--- src/rtl/ctrl_decode_pipe_if.sv ---
// Shared opcode, command and control-bundle types, plus the ID-to-EXE control bus
// that connects the ID stage to the ctrl_decode_pipe block.
package ctrl_decode_pkg;

  typedef enum logic [5:0] {
    OP_NOP  = 6'd0,
    OP_ADD  = 6'd1,
    OP_SUB  = 6'd2,
    OP_AND  = 6'd3,
    OP_OR   = 6'd4,
    OP_NOR  = 6'd5,
    OP_XOR  = 6'd6,
    OP_SLA  = 6'd7,
    OP_SLL  = 6'd8,
    OP_SRA  = 6'd9,
    OP_SRL  = 6'd10,
    OP_MUL  = 6'd11,
    OP_ADDI = 6'd32,
    OP_SUBI = 6'd33,
    OP_LD   = 6'd36,
    OP_ST   = 6'd37,
    OP_BEZ  = 6'd40,
    OP_BNE  = 6'd41,
    OP_JMP  = 6'd42
  } opcode_t;

  typedef enum logic [3:0] {
    EXE_NO_OPERATION = 4'd0,
    EXE_ADD          = 4'd1,
    EXE_SUB          = 4'd2,
    EXE_AND          = 4'd3,
    EXE_OR           = 4'd4,
    EXE_NOR          = 4'd5,
    EXE_XOR          = 4'd6,
    EXE_SLA          = 4'd7,
    EXE_SLL          = 4'd8,
    EXE_SRA          = 4'd9,
    EXE_SRL          = 4'd10,
    EXE_MUL          = 4'd11
  } execmd_t;

  typedef enum logic [1:0] {
    COND_NONE = 2'd0,
    COND_JUMP = 2'd1,
    COND_BEZ  = 2'd2,
    COND_BNE  = 2'd3
  } brcmd_t;

  typedef struct packed {
    execmd_t exe_cmd;
    brcmd_t  br_cmd;
    logic    branch_en;
    logic    is_imm;
    logic    st_or_bne;
    logic    wb_en;
    logic    mem_r_en;
    logic    mem_w_en;
  } ctrl_t;

endpackage

interface ctrl_decode_pipe_if #(
  parameter int REG_AW      = 4,
  parameter int STALL_CNT_W = 16
) ();
  import ctrl_decode_pkg::*;

  logic                   id_valid_i;
  opcode_t                opCode_i;
  logic [REG_AW-1:0]      src1_i;
  logic [REG_AW-1:0]      src2_i;
  logic [REG_AW-1:0]      dest_i;
  logic                   flush_i;
  logic                   stall_o;
  logic                   mul_busy_o;
  logic                   ex_valid_o;
  logic [REG_AW-1:0]      ex_dest_o;
  execmd_t                EXE_CMD_o;
  brcmd_t                 Branch_command_o;
  logic                   branchEn_o;
  logic                   Is_Imm_o;
  logic                   ST_or_BNE_o;
  logic                   WB_EN_o;
  logic                   MEM_R_EN_o;
  logic                   MEM_W_EN_o;
  logic [STALL_CNT_W-1:0] stall_count_o;

  modport slave (
    input  id_valid_i, opCode_i, src1_i, src2_i, dest_i, flush_i,
    output stall_o, mul_busy_o, ex_valid_o, ex_dest_o, EXE_CMD_o, Branch_command_o,
           branchEn_o, Is_Imm_o, ST_or_BNE_o, WB_EN_o, MEM_R_EN_o, MEM_W_EN_o,
           stall_count_o
  );

  modport master (
    output id_valid_i, opCode_i, src1_i, src2_i, dest_i, flush_i,
    input  stall_o, mul_busy_o, ex_valid_o, ex_dest_o, EXE_CMD_o, Branch_command_o,
           branchEn_o, Is_Imm_o, ST_or_BNE_o, WB_EN_o, MEM_R_EN_o, MEM_W_EN_o,
           stall_count_o
  );
endinterface

--- src/rtl/ctrl_decode_pipe.sv ---
// ID-stage control decoder with ID/EX control register, internal load-use hazard
// detection, multi-cycle multiply stall FSM, branch flush and a stall-cycle counter.
module ctrl_decode_pipe
  import ctrl_decode_pkg::*;
#(
  parameter int REG_AW      = 4,
  parameter int MUL_LATENCY = 4,
  parameter int STALL_CNT_W = 16
) (
  input  logic             clk,
  input  logic             rst_n,
  ctrl_decode_pipe_if.slave bus
);

  typedef enum logic {IDLE = 1'b0, BUSY = 1'b1} state_t;

  localparam logic [7:0] MUL_LOAD = 8'(MUL_LATENCY - 1);

  function automatic logic [STALL_CNT_W-1:0] sat_inc(input logic [STALL_CNT_W-1:0] v);
    return (&v) ? v : v + 1'b1;
  endfunction

  ctrl_t             dec_p0;
  logic              uses_src2_p0;
  logic              hz_p0;
  ctrl_t             ctrl_p1;
  logic              vld_p1;
  logic [REG_AW-1:0] dest_p1;
  state_t            state_p1, state_nx;
  logic [7:0]        cnt_p1, cnt_nx;
  logic [STALL_CNT_W-1:0] stall_cnt_p1;

  // ---- p0: combinational decode and hazard detection in ID
  always_comb begin
    dec_p0       = '0;
    uses_src2_p0 = 1'b0;
    case (bus.opCode_i)
      OP_ADD:  begin dec_p0.exe_cmd = EXE_ADD; dec_p0.wb_en = 1'b1; uses_src2_p0 = 1'b1; end
      OP_SUB:  begin dec_p0.exe_cmd = EXE_SUB; dec_p0.wb_en = 1'b1; uses_src2_p0 = 1'b1; end
      OP_AND:  begin dec_p0.exe_cmd = EXE_AND; dec_p0.wb_en = 1'b1; uses_src2_p0 = 1'b1; end
      OP_OR:   begin dec_p0.exe_cmd = EXE_OR;  dec_p0.wb_en = 1'b1; uses_src2_p0 = 1'b1; end
      OP_NOR:  begin dec_p0.exe_cmd = EXE_NOR; dec_p0.wb_en = 1'b1; uses_src2_p0 = 1'b1; end
      OP_XOR:  begin dec_p0.exe_cmd = EXE_XOR; dec_p0.wb_en = 1'b1; uses_src2_p0 = 1'b1; end
      OP_SLA:  begin dec_p0.exe_cmd = EXE_SLA; dec_p0.wb_en = 1'b1; uses_src2_p0 = 1'b1; end
      OP_SLL:  begin dec_p0.exe_cmd = EXE_SLL; dec_p0.wb_en = 1'b1; uses_src2_p0 = 1'b1; end
      OP_SRA:  begin dec_p0.exe_cmd = EXE_SRA; dec_p0.wb_en = 1'b1; uses_src2_p0 = 1'b1; end
      OP_SRL:  begin dec_p0.exe_cmd = EXE_SRL; dec_p0.wb_en = 1'b1; uses_src2_p0 = 1'b1; end
      OP_MUL:  begin dec_p0.exe_cmd = EXE_MUL; dec_p0.wb_en = 1'b1; uses_src2_p0 = 1'b1; end
      OP_ADDI: begin dec_p0.exe_cmd = EXE_ADD; dec_p0.wb_en = 1'b1; dec_p0.is_imm = 1'b1; end
      OP_SUBI: begin dec_p0.exe_cmd = EXE_SUB; dec_p0.wb_en = 1'b1; dec_p0.is_imm = 1'b1; end
      OP_LD: begin
        dec_p0.exe_cmd   = EXE_ADD;
        dec_p0.wb_en     = 1'b1;
        dec_p0.is_imm    = 1'b1;
        dec_p0.st_or_bne = 1'b1;
        dec_p0.mem_r_en  = 1'b1;
      end
      OP_ST: begin
        dec_p0.exe_cmd   = EXE_ADD;
        dec_p0.is_imm    = 1'b1;
        dec_p0.st_or_bne = 1'b1;
        dec_p0.mem_w_en  = 1'b1;
        uses_src2_p0     = 1'b1;
      end
      OP_BEZ: begin dec_p0.is_imm = 1'b1; dec_p0.branch_en = 1'b1; dec_p0.br_cmd = COND_BEZ; end
      OP_JMP: begin dec_p0.is_imm = 1'b1; dec_p0.branch_en = 1'b1; dec_p0.br_cmd = COND_JUMP; end
      OP_BNE: begin
        dec_p0.is_imm    = 1'b1;
        dec_p0.branch_en = 1'b1;
        dec_p0.st_or_bne = 1'b1;
        dec_p0.br_cmd    = COND_BNE;
        uses_src2_p0     = 1'b1;
      end
      default: ;
    endcase
  end

  assign hz_p0 = vld_p1 & ctrl_p1.mem_r_en & (dest_p1 != '0) & bus.id_valid_i &
                 ((bus.src1_i == dest_p1) | (uses_src2_p0 & (bus.src2_i == dest_p1)));

  assign bus.stall_o    = ((state_p1 == BUSY) | hz_p0) & ~bus.flush_i;
  assign bus.mul_busy_o = (state_p1 == BUSY);

  always_comb begin
    state_nx = state_p1;
    cnt_nx   = cnt_p1;
    if (bus.flush_i) begin
      state_nx = IDLE;
      cnt_nx   = '0;
    end else if (state_p1 == BUSY) begin
      cnt_nx = cnt_p1 - 1'b1;
      if (cnt_p1 == 8'd1) state_nx = IDLE;
    end else if (!hz_p0 && bus.id_valid_i && bus.opCode_i == OP_MUL && MUL_LATENCY > 1) begin
      state_nx = BUSY;
      cnt_nx   = MUL_LOAD;
    end
  end

  // ---- p1: ID/EX control register, FSM state and stall counter
  always_ff @(posedge clk or negedge rst_n) begin
    if (!rst_n) begin
      state_p1     <= IDLE;
      cnt_p1       <= '0;
      ctrl_p1      <= '0;
      vld_p1       <= 1'b0;
      dest_p1      <= '0;
      stall_cnt_p1 <= '0;
    end else begin
      state_p1 <= state_nx;
      cnt_p1   <= cnt_nx;
      if (bus.stall_o) stall_cnt_p1 <= sat_inc(stall_cnt_p1);
      if (bus.flush_i || (state_p1 != BUSY && hz_p0)) begin
        ctrl_p1 <= '0;
        vld_p1  <= 1'b0;
        dest_p1 <= '0;
      end else if (state_p1 != BUSY) begin
        ctrl_p1 <= bus.id_valid_i ? dec_p0 : '0;
        vld_p1  <= bus.id_valid_i;
        dest_p1 <= bus.dest_i;
      end
    end
  end

  assign bus.ex_valid_o       = vld_p1;
  assign bus.ex_dest_o        = dest_p1;
  assign bus.EXE_CMD_o        = ctrl_p1.exe_cmd;
  assign bus.Branch_command_o = ctrl_p1.br_cmd;
  assign bus.branchEn_o       = ctrl_p1.branch_en;
  assign bus.Is_Imm_o         = ctrl_p1.is_imm;
  assign bus.ST_or_BNE_o      = ctrl_p1.st_or_bne;
  assign bus.WB_EN_o          = ctrl_p1.wb_en;
  assign bus.MEM_R_EN_o       = ctrl_p1.mem_r_en;
  assign bus.MEM_W_EN_o       = ctrl_p1.mem_w_en;
  assign bus.stall_count_o    = stall_cnt_p1;

endmodule

--- src/flat_wrapper.sv ---
// flat-port wrapper written by rule: the top's interface ports become plain ports
module ctrl_decode_pipe_flat import ctrl_decode_pkg::*;
#(
  parameter int REG_AW      = 4,
  parameter int MUL_LATENCY = 4,
  parameter int STALL_CNT_W = 16
)
  (clk, rst_n, bus_id_valid_i, bus_opCode_i, bus_src1_i, bus_src2_i, bus_dest_i, bus_flush_i, bus_stall_o, bus_mul_busy_o, bus_ex_valid_o, bus_ex_dest_o, bus_EXE_CMD_o, bus_Branch_command_o, bus_branchEn_o, bus_Is_Imm_o, bus_ST_or_BNE_o, bus_WB_EN_o, bus_MEM_R_EN_o, bus_MEM_W_EN_o, bus_stall_count_o);
  ctrl_decode_pipe_if #(.REG_AW(REG_AW), .STALL_CNT_W(STALL_CNT_W)) bus_i ();
  input  logic clk;
  input  logic rst_n;
  input wire logic [$bits(bus_i.id_valid_i)-1:0] bus_id_valid_i;
  input wire logic [$bits(bus_i.opCode_i)-1:0] bus_opCode_i;
  input wire logic [$bits(bus_i.src1_i)-1:0] bus_src1_i;
  input wire logic [$bits(bus_i.src2_i)-1:0] bus_src2_i;
  input wire logic [$bits(bus_i.dest_i)-1:0] bus_dest_i;
  input wire logic [$bits(bus_i.flush_i)-1:0] bus_flush_i;
  output wire logic [$bits(bus_i.stall_o)-1:0] bus_stall_o;
  output wire logic [$bits(bus_i.mul_busy_o)-1:0] bus_mul_busy_o;
  output wire logic [$bits(bus_i.ex_valid_o)-1:0] bus_ex_valid_o;
  output wire logic [$bits(bus_i.ex_dest_o)-1:0] bus_ex_dest_o;
  output wire logic [$bits(bus_i.EXE_CMD_o)-1:0] bus_EXE_CMD_o;
  output wire logic [$bits(bus_i.Branch_command_o)-1:0] bus_Branch_command_o;
  output wire logic [$bits(bus_i.branchEn_o)-1:0] bus_branchEn_o;
  output wire logic [$bits(bus_i.Is_Imm_o)-1:0] bus_Is_Imm_o;
  output wire logic [$bits(bus_i.ST_or_BNE_o)-1:0] bus_ST_or_BNE_o;
  output wire logic [$bits(bus_i.WB_EN_o)-1:0] bus_WB_EN_o;
  output wire logic [$bits(bus_i.MEM_R_EN_o)-1:0] bus_MEM_R_EN_o;
  output wire logic [$bits(bus_i.MEM_W_EN_o)-1:0] bus_MEM_W_EN_o;
  output wire logic [$bits(bus_i.stall_count_o)-1:0] bus_stall_count_o;
  assign bus_i.id_valid_i = bus_id_valid_i;
  assign bus_i.opCode_i = bus_opCode_i;
  assign bus_i.src1_i = bus_src1_i;
  assign bus_i.src2_i = bus_src2_i;
  assign bus_i.dest_i = bus_dest_i;
  assign bus_i.flush_i = bus_flush_i;
  assign bus_stall_o = bus_i.stall_o;
  assign bus_mul_busy_o = bus_i.mul_busy_o;
  assign bus_ex_valid_o = bus_i.ex_valid_o;
  assign bus_ex_dest_o = bus_i.ex_dest_o;
  assign bus_EXE_CMD_o = bus_i.EXE_CMD_o;
  assign bus_Branch_command_o = bus_i.Branch_command_o;
  assign bus_branchEn_o = bus_i.branchEn_o;
  assign bus_Is_Imm_o = bus_i.Is_Imm_o;
  assign bus_ST_or_BNE_o = bus_i.ST_or_BNE_o;
  assign bus_WB_EN_o = bus_i.WB_EN_o;
  assign bus_MEM_R_EN_o = bus_i.MEM_R_EN_o;
  assign bus_MEM_W_EN_o = bus_i.MEM_W_EN_o;
  assign bus_stall_count_o = bus_i.stall_count_o;
  ctrl_decode_pipe #(.REG_AW(REG_AW), .MUL_LATENCY(MUL_LATENCY), .STALL_CNT_W(STALL_CNT_W)) u_core (.clk(clk), .rst_n(rst_n), .bus(bus_i));
endmodule
--- config.mk ---
export PLATFORM = sky130hd
export DESIGN_NAME = ctrl_decode_pipe_flat
export DESIGN_NICKNAME = d
export VERILOG_FILES = /design/src/rtl/ctrl_decode_pipe_if.sv /design/src/rtl/ctrl_decode_pipe.sv /design/src/flat_wrapper.sv
export SDC_FILE = /design/constraint.sdc
export NUM_CORES = 1
export LEC_CHECK = 0
export ABC_AREA = 1
export CAP_MARGIN = 20
export CORE_UTILIZATION = 43
export DETAILED_ROUTE_END_ITERATION = 10
export GPL_TIMING_DRIVEN = 0
export HOLD_SLACK_MARGIN = 0.15
export PLACE_DENSITY = 0.77
export RECOVER_POWER = 100
export SETUP_SLACK_MARGIN = 0.1
export SYNTH_ARGS = -nofsm -noshare
export SYNTH_HDL_FRONTEND = slang
export SYNTH_SLANG_ARGS = --single-unit
export TNS_END_PERCENT = 5
--- constraint.sdc ---
create_clock -name clk -period 4.75 [get_ports clk]
set_input_delay 0.95 -clock clk [delete_from_list [all_inputs] [get_ports clk]]
set_output_delay 0.95 -clock clk [all_outputs]
set_load 0.05 [all_outputs]
==> metrics list <==
- Run status: finished clean
- Synthesized netlist net count: roughly 370
* Yosys warnings: 0
- Initial DRT Pass Iterations: 4
- Routability-driven placement congestion ratio: 0.924
* Largest net degree at the start of global routing: 23
- DRC errors left: 0
- The die is around 79 microns tall.
- Type of the worst min-delay path: reg2reg
- Leak pwr: roughly 0.0017 uW
- Overall power consumption after layout is estimated at about 770 uW.
- The number of antenna diodes in the final layout is 0.
- Final-layout setup total negative slack: 0 ns
- Vias after detailed routing: around 2500
* I/O pin count: 57
- Synth top area cells: dfrtp_1, nand2_1, nand4_1, nand3_1, xnor2_1
- Power density relative to cell area: 236 nW/um^2
* Worst Tran Pin Value: roughly 1.2 ns
* First-pass GRT wire length: 10400 microns
- CTS clock-pin slew for the worst setup and hold paths: ~0.080 ns
- Final layout net count: between 400 and 500
- The worst setup path is launched from an input port.
- Number of filler cells placed in the layout: 531
* Average wire length per cell after detail routing: between 10 and 15 microns
* Launch point of the critical path: bus_opCode_i[0]
- After detailed routing, the number of vias per cell comes to 5.29.
* Die Span X: between 70 and 80 microns
- TritonCTS built the clock tree.
- Clock sink total: 42
- Hold repair after CTS inserted 0 buffers.
- In this run the post-CTS setup repair buffer count came out at 0.
- STA classifies the critical path endpoint as an output port.
- Startpoint of the lowest-slack hold path: u_core.bus.EXE_CMD_o[3]
* Skew final: around 0.0086 ns
- For this configuration, the core starts out at a cell density of 0.454.
- Maximum clock rate: between 0.2 and 0.25 GHz
- Area share of the largest cell type after synthesis: 0.410
* Maximum capacitance violations: 0
* Worst endpoint required time: roughly 3.8 ns
* Master cell of the clock root buffer: clkbuf_8
- The floorplan step defined a core boundary enclosing between 5000 and 6000 sq um.
- dfrtp_1 takes more of the synthesized area than any other cell.
- The clock passes through at most 2 buffers.
- Startpoint of the lowest-slack register-to-register path: u_core.bus.stall_count_o[0]
- TritonCTS buffer count: 5
* Class of the most critical setup path: in2out
- The detailed router finished its first iteration with around 150 violations.
- Syn-to-layout area delta: 27.4%
- Counting every instance in the synthesized netlist gives roughly 340.
* Critical path peak fanout: 7
- Hold Vio Cnt, Final: 0
- For this block, the routed nets add up to roughly 6300 microns of wire.
* Fin crit period: ~4.2 ns
- In the final layout, the share of cells above drive strength 1 is 0.0468.
* Total congestion overflow: 0
- Vias in the first global route: 2320
* Total routing usage reported by global routing: 0.214
- Count of cell types in the netlist: 32
- Peak VDD IR: roughly 0.00012 V
* Clock network latency to the later pin of the worst-skew pair: about 0.3 ns
- Max_slew headroom: 0.207
* Antenna-violating nets left: 0
* Seq cells post-synth: 42
- Final Max Slew Viols: 0
- Port Buf Inserts: 55
* Antenna violations before repair: 0
* Post-Syn Area: 2560 sq um
- Period Utilization, post-route: 0.894
- Summed over all nets, the half-perimeter wirelength after detailed placement is 4700 microns.
- Overall die area: about 6300 sq um
* Register area share after synthesis: 0.410
* Count of H-tree levels built during CTS: 2
- STA puts the critical path data arrival time at ~3.3 ns.
* Syn Area/Cell: roughly 7.5 sq um
- Setup repair after global routing missed its margin: no
- Cell row count: 27
- Setup violations remaining at the end of the flow were counted as 0.
-- worst paths after layout --
| path | cells past startpoint | to | slack [ns] |
|---|---|---|---|
| max in group asynchronous | 2 | u_core.cnt_p1[3] | 2.32 |
| worst max register to register | 10 | u_core.bus.stall_count_o[0] | 2.32 |
| min in group asynchronous | 1 | u_core.bus.stall_count_o[10] | 0.81 |
| worst max-delay path | 11 | bus_stall_o | 0.51 |
| worst min register to register | 2 | u_core.bus.EXE_CMD_o[3] | 0.48 |
| worst min-delay path | 2 | u_core.bus.EXE_CMD_o[3] | 0.48 |
-- timing repair --
action,in CTS,in global routing
resized for setup,0,1
endpoints found under the setup margin,0,1
endpoints found under the hold margin,0,0
-- cell families after synthesis --
logic type,Yosys count,synth area share
DFF,42,0.410
xor gates and xnor gates,21,0.0717
and+or+nand+nor,205,0.371
AOI/OAI and AO/OA,33,0.0713
adders and majority gates,3,0.0146
buffers and inverters,38,0.0615
-- per-layer routing --
metal / GRT usage / share of wire / vias up
met5: 0 / 0 / -
met4: 0.0655 / 0.011 / 0
met3: 0.0494 / 0.076 / 7
met2: 0.346 / 0.45 / 93
met1: 0.283 / 0.47 / 1159
li1: - / - / 1268
-- registers in the layout, summed over array words and instances, names as in the netlist --
signal                       count
u_core.bus.stall_count_o        16
u_core.cnt_p1                    8
u_core.bus.EXE_CMD_o             4
u_core.bus.ex_dest_o             4
u_core.bus.Branch_command_o      2
u_core.bus.Is_Imm_o              1
u_core.bus.MEM_R_EN_o            1
u_core.bus.MEM_W_EN_o            1
u_core.bus.ST_or_BNE_o           1
u_core.bus.WB_EN_o               1
u_core.bus.branchEn_o            1
u_core.bus.ex_valid_o            1
u_core.bus.mul_busy_o            1
-- cells in the mapped netlist --
| cell type | number |
|---|---|
| a211oi_1 | 1 |
| a21o_1 | 1 |
| a21oi_1 | 6 |
| a311oi_1 | 1 |
| a31oi_1 | 2 |
| a41oi_1 | 1 |
| buf_1 | 1 |
| buf_4 | 2 |
| buf_6 | 1 |
| clkbuf_1 | 5 |
| clkinv_1 | 1 |
| dfrtp_1 | 42 |
| ha_1 | 3 |
| inv_1 | 22 |
| inv_2 | 6 |
| nand2_1 | 103 |
| nand2_2 | 1 |
| nand2_4 | 2 |
| nand3_1 | 28 |
| nand3_2 | 1 |
| nand3_4 | 1 |
| nand3b_1 | 1 |
| nand4_1 | 27 |
| nor2_1 | 26 |
| nor2_2 | 2 |
| nor2_4 | 2 |
| nor3_1 | 8 |
| nor4_1 | 3 |
| o211ai_1 | 1 |
| o21ai_0 | 20 |
| xnor2_1 | 14 |
| xor2_1 | 7 |
-- layout by cell type (no fill, tap or decap), drive strengths merged --
cell / synthesis / final
a211oi: 1 / 1
a21o: 1 / 1
a21oi: 6 / 6
a311oi: 1 / 1
a31oi: 2 / 2
a41oi: 1 / 1
buf: 4 / 2
bufinv: 0 / 1
clkbuf: 5 / 15
clkdlybuf4s50: 0 / 18
clkinv: 1 / 2
dfrtp: 42 / 42
dlygate4sd3: 0 / 35
ha: 3 / 3
inv: 28 / 29
nand2: 106 / 106
nand3: 30 / 30
nand3b: 1 / 1
nand4: 27 / 27
nor2: 30 / 30
nor3: 8 / 8
nor4: 3 / 3
o211ai: 1 / 1
o21ai: 20 / 20
xnor2: 14 / 14
xor2: 7 / 7
-- stage by stage --
| step | worst slack (ns) | instance area, sq um | hold WS, ns | cells | utilization |
|---|---|---|---|---|---|
| floorplan | 0.905 | 2560 | 0.518 | 342 | - |
| global placement | 0.261 | 3200 | 0.466 | 469 | 0.568 |
| detailed placement | 0.285 | 3230 | 0.472 | 470 | 0.572 |
| global route | 0.255 | 3270 | 0.515 | 478 | 0.579 |
| CTS | 0.282 | 3340 | 0.493 | 478 | 0.592 |
| finish | 0.505 | 3270 | 0.481 | 478 | 0.579 |
-- report_power, final --
group / total (uW) / internal [uW] / switching [uW]
logic: 114 / 40.3 / 73.6
clock network: 286 / 157 / 128
registers: 372 / 365 / 7.79
-- critical path: stages --
cell	delay, ns
dlygate4sd3_1	0.60
nor2_1	0.40
nand3_1	0.12
nand3_1	0.15
nor2_1	0.06
nand2_1	0.07
nand2_1	0.05
nand2_1	0.09
nand2_4	0.08
o21ai_0	0.23
clkbuf_1	0.50
-- area by class of cell --
class / count / area (sq um) / area share
multi-input cells: 262 / 1330 / 0.406
plain buffers: 9 / 37.5 / 0.0115
repair buffers: 56 / 542 / 0.166
inverters: 29 / 109 / 0.0333
well taps: 72 / 90.1 / 0.0276
flip-flops and latches: 42 / 1050 / 0.322
clock buffers: 5 / 68.8 / 0.0211
clock inverters: 3 / 43.8 / 0.0134
Note: power is estimated with default switching activity, not from simulation.
